## src/rtl/vga_timing_pkg.sv

```systemverilog
// Shared types and default 800x600@72 raster geometry for the VGA timing sequencer.
package vga_timing_pkg;

  typedef enum logic [1:0] {IDLE, SCAN, DRAIN} state_t;

  // Phase members carry a prefix so they cannot collide with the axis parameters.
  typedef enum logic [1:0] {PH_ACT, PH_FP, PH_SYNC, PH_BP} phase_t;

  localparam int H_ACTIVE_DEF = 800;
  localparam int H_FP_DEF     = 56;
  localparam int H_SYNC_DEF   = 120;
  localparam int H_BP_DEF     = 64;
  localparam int H_TOTAL      = H_ACTIVE_DEF + H_FP_DEF + H_SYNC_DEF + H_BP_DEF;

  localparam int V_ACTIVE_DEF = 600;
  localparam int V_FP_DEF     = 37;
  localparam int V_SYNC_DEF   = 6;
  localparam int V_BP_DEF     = 23;
  localparam int V_TOTAL      = V_ACTIVE_DEF + V_FP_DEF + V_SYNC_DEF + V_BP_DEF;

  localparam int CW_DEF       = 11;

endpackage

```

## src/rtl/vga_axis_cnt.sv

```systemverilog
// One raster axis: wrapping position counter with registered phase decode.
module vga_axis_cnt
  import vga_timing_pkg::*;
#(
  parameter int CW     = 11,
  parameter int ACTIVE = 800,
  parameter int FP     = 56,
  parameter int SYNC   = 120,
  parameter int BP     = 64
) (
  input  logic          CLK,
  input  logic          RST,
  input  logic          step,
  input  logic          clear,
  output logic [CW-1:0] count,
  output logic [1:0]    phase,
  output logic          active,
  output logic          sync,
  output logic          last
);

  localparam int            TOTAL      = ACTIVE + FP + SYNC + BP;
  localparam logic [CW-1:0] LAST       = CW'(TOTAL - 1);
  localparam logic [CW-1:0] FP_START   = CW'(ACTIVE);
  localparam logic [CW-1:0] SYNC_START = CW'(ACTIVE + FP);
  localparam logic [CW-1:0] BP_START   = CW'(ACTIVE + FP + SYNC);

  logic [CW-1:0] count_q, count_d;
  phase_t        phase_q, phase_d;
  logic          live_q;

  always_comb begin
    count_d = count_q;
    if (clear)
      count_d = '0;
    else if (step)
      count_d = (count_q == LAST) ? '0 : count_q + 1'b1;
  end

  // Phase is decoded from the next count so it lands in step with the counter.
  always_comb begin
    phase_d = PH_BP;
    if (count_d < FP_START)
      phase_d = PH_ACT;
    else if (count_d < SYNC_START)
      phase_d = PH_FP;
    else if (count_d < BP_START)
      phase_d = PH_SYNC;
  end

  always_ff @(posedge CLK) begin
    if (RST) begin
      count_q <= '0;
      phase_q <= PH_ACT;
      live_q  <= 1'b0;
    end else begin
      count_q <= count_d;
      phase_q <= phase_d;
      live_q  <= !clear;
    end
  end

  assign count  = count_q;
  assign phase  = phase_q;
  assign active = live_q && (phase_q == PH_ACT);
  assign sync   = live_q && (phase_q == PH_SYNC);
  assign last   = (count_q == LAST);

endmodule

```

## src/rtl/vga_timing_ctrl.sv

```systemverilog
// VGA raster sequencer: run/stop control around the H and V axis counters.
//   state | meaning
//   IDLE  | counters parked at (0,0), outputs inactive
//   SCAN  | scanning, RUN held high
//   DRAIN | RUN dropped, finishing the current frame
module vga_timing_ctrl
  import vga_timing_pkg::*;
#(
  parameter int H_ACTIVE = H_ACTIVE_DEF,
  parameter int H_FP     = H_FP_DEF,
  parameter int H_SYNC   = H_SYNC_DEF,
  parameter int H_BP     = H_BP_DEF,
  parameter int V_ACTIVE = V_ACTIVE_DEF,
  parameter int V_FP     = V_FP_DEF,
  parameter int V_SYNC   = V_SYNC_DEF,
  parameter int V_BP     = V_BP_DEF,
  parameter int SYNC_POL = 1,
  parameter int CW       = CW_DEF
) (
  input  logic          CLK,
  input  logic          RST,
  input  logic          EN,
  input  logic          RUN,
  output logic          BUSY,
  output logic [CW-1:0] X,
  output logic [CW-1:0] Y,
  output logic          DE,
  output logic          HSYNC,
  output logic          VSYNC,
  output logic          LINE_START,
  output logic          FRAME_START
);

  state_t     state_q, state_d;
  logic       busy_q, ls_q, fs_q;
  logic       ls_d, fs_d;
  logic       h_step, v_step, clear, frame_wrap, start;
  logic       h_last, v_last, h_active, v_active, h_sync, v_sync;
  logic [1:0] h_phase, v_phase, unused_phase;

  always_comb begin
    state_d    = state_q;
    start      = 1'b0;
    h_step     = EN && (state_q != IDLE);
    v_step     = h_step && h_last;
    frame_wrap = h_step && h_last && v_last;
    case (state_q)
      IDLE: begin
        start = RUN;
        if (RUN) state_d = SCAN;
      end
      SCAN:  if (!RUN) state_d = DRAIN;
      DRAIN: begin
        if (RUN)
          state_d = SCAN;
        else if (frame_wrap)
          state_d = IDLE;
      end
      default: state_d = IDLE;
    endcase
    // Parking in IDLE also covers the final drain wrap: counters clear, no pulses.
    clear = (state_d == IDLE);
    ls_d  = start || (v_step && !clear);
    fs_d  = start || (frame_wrap && !clear);
  end

  always_ff @(posedge CLK) begin
    if (RST) begin
      state_q <= IDLE;
      busy_q  <= 1'b0;
      ls_q    <= 1'b0;
      fs_q    <= 1'b0;
    end else begin
      state_q <= state_d;
      busy_q  <= (state_d != IDLE);
      ls_q    <= ls_d;
      fs_q    <= fs_d;
    end
  end

  vga_axis_cnt #(.CW(CW), .ACTIVE(H_ACTIVE), .FP(H_FP), .SYNC(H_SYNC), .BP(H_BP)) u_h (
    .CLK(CLK), .RST(RST), .step(h_step), .clear(clear),
    .count(X), .phase(h_phase), .active(h_active), .sync(h_sync), .last(h_last)
  );

  vga_axis_cnt #(.CW(CW), .ACTIVE(V_ACTIVE), .FP(V_FP), .SYNC(V_SYNC), .BP(V_BP)) u_v (
    .CLK(CLK), .RST(RST), .step(v_step), .clear(clear),
    .count(Y), .phase(v_phase), .active(v_active), .sync(v_sync), .last(v_last)
  );

  assign unused_phase = h_phase ^ v_phase;

  assign BUSY        = busy_q;
  assign DE          = h_active && v_active;
  assign HSYNC       = (SYNC_POL != 0) ? h_sync : !h_sync;
  assign VSYNC       = (SYNC_POL != 0) ? v_sync : !v_sync;
  assign LINE_START  = ls_q;
  assign FRAME_START = fs_q;

endmodule

```

## config.mk

```make
export PLATFORM = sky130hd
export DESIGN_NAME = vga_timing_ctrl
export DESIGN_NICKNAME = d
export VERILOG_FILES = /design/src/rtl/vga_timing_pkg.sv /design/src/rtl/vga_axis_cnt.sv /design/src/rtl/vga_timing_ctrl.sv
export SDC_FILE = /design/constraint.sdc
export NUM_CORES = 1
export LEC_CHECK = 0
export BUFFER_PORTS_ARGS = -buffer_cell sky130_fd_sc_hd__buf_2
export CELL_PAD_IN_SITES_DETAIL_PLACEMENT = 0
export CELL_PAD_IN_SITES_GLOBAL_PLACEMENT = 1
export CORE_MARGIN = 3
export CORE_UTILIZATION = 42
export CTS_CLUSTER_DIAMETER = 30
export DETAILED_ROUTE_END_ITERATION = 10
export PLACE_DENSITY = 0.89
export SLEW_MARGIN = 20
export SYNTH_ARGS = -nofsm -noshare
export SYNTH_HDL_FRONTEND = slang
export SYNTH_SLANG_ARGS = --single-unit
```

## constraint.sdc

```tcl
create_clock -name CLK -period 3.8 [get_ports CLK]
set_input_delay 0.38 -clock CLK [delete_from_list [all_inputs] [get_ports CLK]]
set_output_delay 0.38 -clock CLK [all_outputs]
set_load 0.005 [all_outputs]
```

Word-level counts from Yosys, hierarchy flattened
Cells that the tools add are included.
{ "totals": {"ff_bits": 32} }
{ "op_classes": {"n_eq_ne": 6, "n_mux": 16, "n_reduce_logical": 23, "add_sub_neg": 2, "order_cmp": 6} }
{ "op_table": {"columns": ["op", "count"], "rows": [
  ["less-than comparator 11 x 10 -> 1 bit (second input constant)", 6],
  ["two-way mux 11 bit", 6],
  ["adder 11 x 1 -> 11 bit (second input constant)", 2],
  ["equality test 11 x 10 -> 1 bit (second input constant)", 1],
  ["equality test 11 bit (second input constant)", 1],
  ["logical AND 1 bit", 10],
  ["logical NOT 2 bit", 4],
  ["two-way mux 2 bit", 4],
  ["equality test 2 bit (second input constant)", 3],
  ["one-hot mux 2 bit (3 select lines)", 1],
  ["OR reduction 3 bit", 2],
  ["two-way mux 1 bit", 5],
  ["nonzero test 2 bit", 2],
  ["OR reduction 2 bit", 2],
  ["equality test 2 x 1 -> 1 bit (second input constant)", 1],
  ["logical OR 1 bit", 2],
  ["logical NOT 1 bit", 1]
]} }

Longest topological paths before layout
{ "logic_depth": {"ltp_word": 12, "mapped_depth": 10} }

By module
From an unflattened synthesis, not the netlist that was laid out.
{ "hier_totals": {"hier_cells": 255, "area_unflattened_um2": 2135.8} }
{ "modules_own_cells": {"columns": ["mod", "area_each_um2", "cells_per_inst", "n_inst", "seq_area_each_um2"], "rows": [
  ["vga_axis_cnt at u_v", 1036.0, 131, 1, 280.3],
  ["vga_axis_cnt at u_h", 865.8, 98, 1, 280.3],
  ["vga_timing_ctrl", 234.0, 26, 1, 100.1]
]} }

Worst setup path after synthesis
OpenSTA, ideal clock, no wires.
{ "synth_timing": {"path_type": "flip-flop to flip-flop", "startpoint": "reg u_h.count_q[6] (netlist: u_h.count[6])", "endpoint": "reg u_v.phase_q[0] (netlist: u_v.phase[0])", "period_less_slack_ps": 2795, "t_required_ps": 3664, "arrival_time_ps": 2659, "path_stages_with_launch": 10, "slack_ps": 1005, "setup_time_ps": 136, "cell_sequence": "dfxtp_1 buf_6 or4_4 or4_1 buf_6 nor2_4 a22oi_2 or4_4 a311oi_1 a311oi_1"} }
{ "synth_between": {"elab_chain_cells": 11} }
{ "synth_lines": {"columns": ["element", "line", "text"], "rows": [
  ["start: declaration", "vga_axis_cnt.sv:28", "logic [CW-1:0] count_q, count_d;"],
  ["start signal: assignment", "vga_axis_cnt.sv:57", "count_q <= count_d;"],
  ["equality test 11 bit (*)", "vga_axis_cnt.sv:67", "assign last = (count_q == LAST);"],
  ["logical AND 1 bit (*)", "vga_timing_ctrl.sv:45, vga_timing_ctrl.sv:46", null],
  ["logical AND 1 bit", "vga_timing_ctrl.sv:46", "frame_wrap = h_step && h_last && v_last;"],
  ["two-way mux 2 bit", "vga_timing_ctrl.sv:56", "else if (frame_wrap)"],
  ["two-way mux 2 bit", "vga_timing_ctrl.sv:54", "if (RUN)"],
  ["one-hot mux 2 bit (3 select lines)", "vga_timing_ctrl.sv:47", "case (state_q)"],
  ["logical NOT 2 bit", "vga_timing_ctrl.sv:62", "clear = (state_d == IDLE);"],
  ["two-way mux 11 bit (*)", "vga_axis_cnt.sv:34", "if (clear)"],
  ["less-than comparator 11 x 10 -> 1 bit", "vga_axis_cnt.sv:47", "else if (count_d < BP_START)"],
  ["two-way mux 1 bit", "vga_axis_cnt.sv:47", null],
  ["two-way mux 1 bit", "vga_axis_cnt.sv:45", "else if (count_d < SYNC_START)"],
  ["end signal: assignment", "vga_axis_cnt.sv:58", "phase_q <= phase_d;"],
  ["end: declaration", "vga_axis_cnt.sv:29", "phase_t phase_q, phase_d;"]
]} }
Every way passes the cells marked *; elsewhere a longest branch is shown, timed or not.
A chain may end at the register's enable or synchronous reset.

Worst setup path in the final report
{ "layout_timing": {"startpoint": "reg u_h.count_q[4] (netlist: u_h.count[4])", "endpoint": "reg u_v.phase_q[0] (netlist: u_v.phase[0])"} }
Same word-level chain as after synthesis.

==> impl_results.md <==
- WS Path Type: reg -> reg
- Reg-to-reg endpoint: u_v.phase[0]
- Syn nets: 256
- Cell Area, Synth: 2030 µm²
- Total global-route track usage: 0.174
- Reg2reg start: u_h.count[4]
- Area share of the largest cell type after synthesis: 0.305
- Worst-Margin Slew: 859 ps
- Pre-Repair DR Iteration Count: 5
- Inserted Clock Buffers: 5
- Critical path's slowest cell: or4_1
- Status: complete, no violations
- Fill cells: 464
- Max-slew headroom: 0.424
- Clock root buffer: clkbuf_8
- IO buf count: 31
- Vias per inst: 5.65
- H-tree levels: 2
- Clk slew on worst S/H paths: 60 ps
- Switching power of the nets: 0.140 mW
- Post-synth EDFFs: 0
- Worst hold path class: in -> reg
- PostCTS Resize Cnt: 0
- Critical Path End Type: register
- Max frequency: 329 MHz
- Clk_skew: 5.66 ps
- Io pins: 32
- Die Span Y: 75.6 µm
- Core ar.: 4500 µm²
- Setup violations, final: 0
- Initial antenna violation count: 0
- Worst Hold End: state_q[1]
- Critical-path cell list: or4_4, or4_1, nor4_1, a31oi_1, or4_4, a311oi_1, a311oi_1
- DRT Wirelength: 4.55 mm
- CTS Buffer Depth: 2
- Skew-Pair Late Insertion Delay: 280 ps
- Nets: 279
- Switching fraction of total power: 0.231
- Wirelength per Cell: 14.0 µm
- Utilization of the core after routing: 0.490
- Post-synth cell types: 61
- CP startpoint kind: register
- Largest net degree at the start of global routing: 16
- # Post-CTS Setup Buffers: 0
- WHS Path Cells: 2
- Ys flop type: dfxtp_1
- Row Count: 24
- Final ANT Viol Nets: 0
- Area Growth Syn to Fin: 8.43%
- First-pass GRT wire length: 7.59 mm
- Initial drt markers: 119
- P_int: 0.468 mW
- Layout cells sized above 1: 0.198
- Pleak: 0.837 nW
- Hold Buf Count CTS: 0
- Arrival @ worst endpoint: 3180 ps
- Syn avg cell area: 8.17 µm²
- Max Slew Vio Count: 0
- CP top delay family: simple AND/OR/NAND/NOR gates
- N_diodes: 0
- Combinational power share: 0.050
- CP Max Fanout: 14
- Worst vdd ir: 97.0 µV
- Hold_sp: RUN
- Unrepaired setup endpoints after global routing: false
- TNS Setup: 0 ps
- CTS tree: yes
- Register share of total power: 0.547
- HPWL Detailed: 3.40 mm
- Async SR Flop Fraction: 0
- Die Area: 5720 µm²
- Final Hold Fails: 0
- Vias in the first global route: 1536
- Yosys reg bits: 31
- Clock network fraction of total power: 0.403
- Chip width: 75.6 µm
- Yosys warnings: 0
- DRC violations left: 0
- R2R setup slack: 760 ps
- Period minus WS final: 3040 ps
- Cells after synthesis: 249
- CP bufs+invs: 0
- Starting density of the core: 0.452
- Placer Congestion: 0.912
- Dominant cell type by area after synthesis: dfxtp_1
- Synth top area cells: dfxtp_1 (31%), nor2_1 (5.9%), xnor2_1 (4.3%), clkbuf_8 (4.1%), nand2_1 (3.9%)
- Worst Path Required: 3940 ps
- Total number of vias: 1835
- Max Cap Viol: 0
- R2R depth: 7
- Final period utilization: 0.800
- PwrDens: 276 nW/µm²
- Max stage delay on crit path: 680 ps
- Clock sinks: 31
- Sequential element share of the synthesized area: 0.305
- Total grt overflow: 0
worst max path at each step:
stage,to,slack [ps],from,depth (start not counted)
2_1_floorplan,u_v.phase[0],1000,u_h.count[6],9
3_3_place_gp,u_v.phase[0],840,u_h.count[4],7
3_5_place_dp,u_v.phase[0],810,u_h.count[4],7
4_1_cts,u_v.phase[0],790,u_h.count[4],7
5_1_grt,u_v.phase[0],590,u_h.count[4],7
6_report,u_v.phase[0],760,u_h.count[4],7
per-layer routing:
layer	global-route usage	up-vias	routed length (µm)
li1	-	947	-
met1	0.256	840	2330
met2	0.242	43	1940
met3	0.0501	5	225
met4	0.0544	0	53
met5	0	-	0
placed cells by master (no fill, tap or decap), types with 3 or more instances in the layout:
master / instances
clkbuf_8: 5
nor2_1: 32
nand4_1: 3
inv_1: 9
a211oi_1: 4
nand2b_1: 6
buf_2: 31
o21ai_0: 8
nand2_1: 21
dfxtp_1: 31
nor3_1: 7
or3_1: 3
o311ai_0: 4
ha_1: 3
xnor2_1: 10
a21oi_1: 14
nand3_1: 12
xor2_1: 7
and3_1: 7
Yosys cell counts (all sizes together), types with 4 or more instances:
master	instances
nand3	12
nand2b	6
xor2	7
nand2	21
xnor2	10
nor2	33
clkbuf	12
a211oi	5
o21ai	9
inv	9
nor4	5
buf	4
dfxtp	31
o311ai	4
a21oi	14
nor3	7
and3	7
flip-flops by register name, indices dropped and copies added (netlist names):
name,cells
u_h.count,11
u_h.phase,2
u_v.phase,2
u_v.count,11
state_q,2
FRAME_START,1
BUSY,1
LINE_START,1
kinds of logic after synthesis:
| group | synth area share |
|---|---|
| AOI/OAI and AO/OA | 0.201 |
| xor gates and xnor gates | 0.0732 |
| adders and majority gates | 0.0234 |
| buffers and inverters | 0.0843 |
| DFF | 0.305 |
| and+or+nand+nor | 0.313 |
worst register-to-register path: stages (launching register included):
cell and delay, ps:
dfxtp_1 440, or4_4 620, or4_1 680, nor4_1 310, a31oi_1 70, or4_4 440, a311oi_1 270, a311oi_1 70
metrics by stage:
| stage | cells | hold slack [ps] | total power, mW | instance area (µm²) | worst slack (ps) |
|---|---|---|---|---|---|
| final | 325 | 348 | 0.608 | 2210 | 760 |
| after global placement | 317 | 470 | 0.370 | 2120 | 843 |
| after global routing | 325 | 362 | 0.638 | 2210 | 589 |
| after CTS | 325 | 333 | 0.619 | 2210 | 787 |
| after detailed placement | 317 | 482 | 0.370 | 2120 | 810 |
| after floorplan | 249 | 458 | 0.362 | 2030 | 1000 |
cell type report:
cell class,count,area (µm²),area share
Multi-Input combinational cell,193,1240,0.563
Sequential cell,31,621,0.281
Timing Repair Buffer,32,163,0.0737
Clock buffer,7,76.3,0.0346
Tap cell,52,65.1,0.0295
Inverter,9,33.8,0.0153
Clock inverter,1,5.00,0.00227
power groups by stage:
stage / clock (mW) / combinational (mW) / sequential (mW)
3_3_place_gp: 0 / 0.0302 / 0.340
5_1_grt: 0.270 / 0.0341 / 0.333
4_1_cts: 0.256 / 0.0305 / 0.332
2_1_floorplan: 0 / 0.0236 / 0.338
6_report: 0.245 / 0.0304 / 0.333
3_5_place_dp: 0 / 0.0303 / 0.340
No activity file was read; power rests on OpenSTA's default activity.
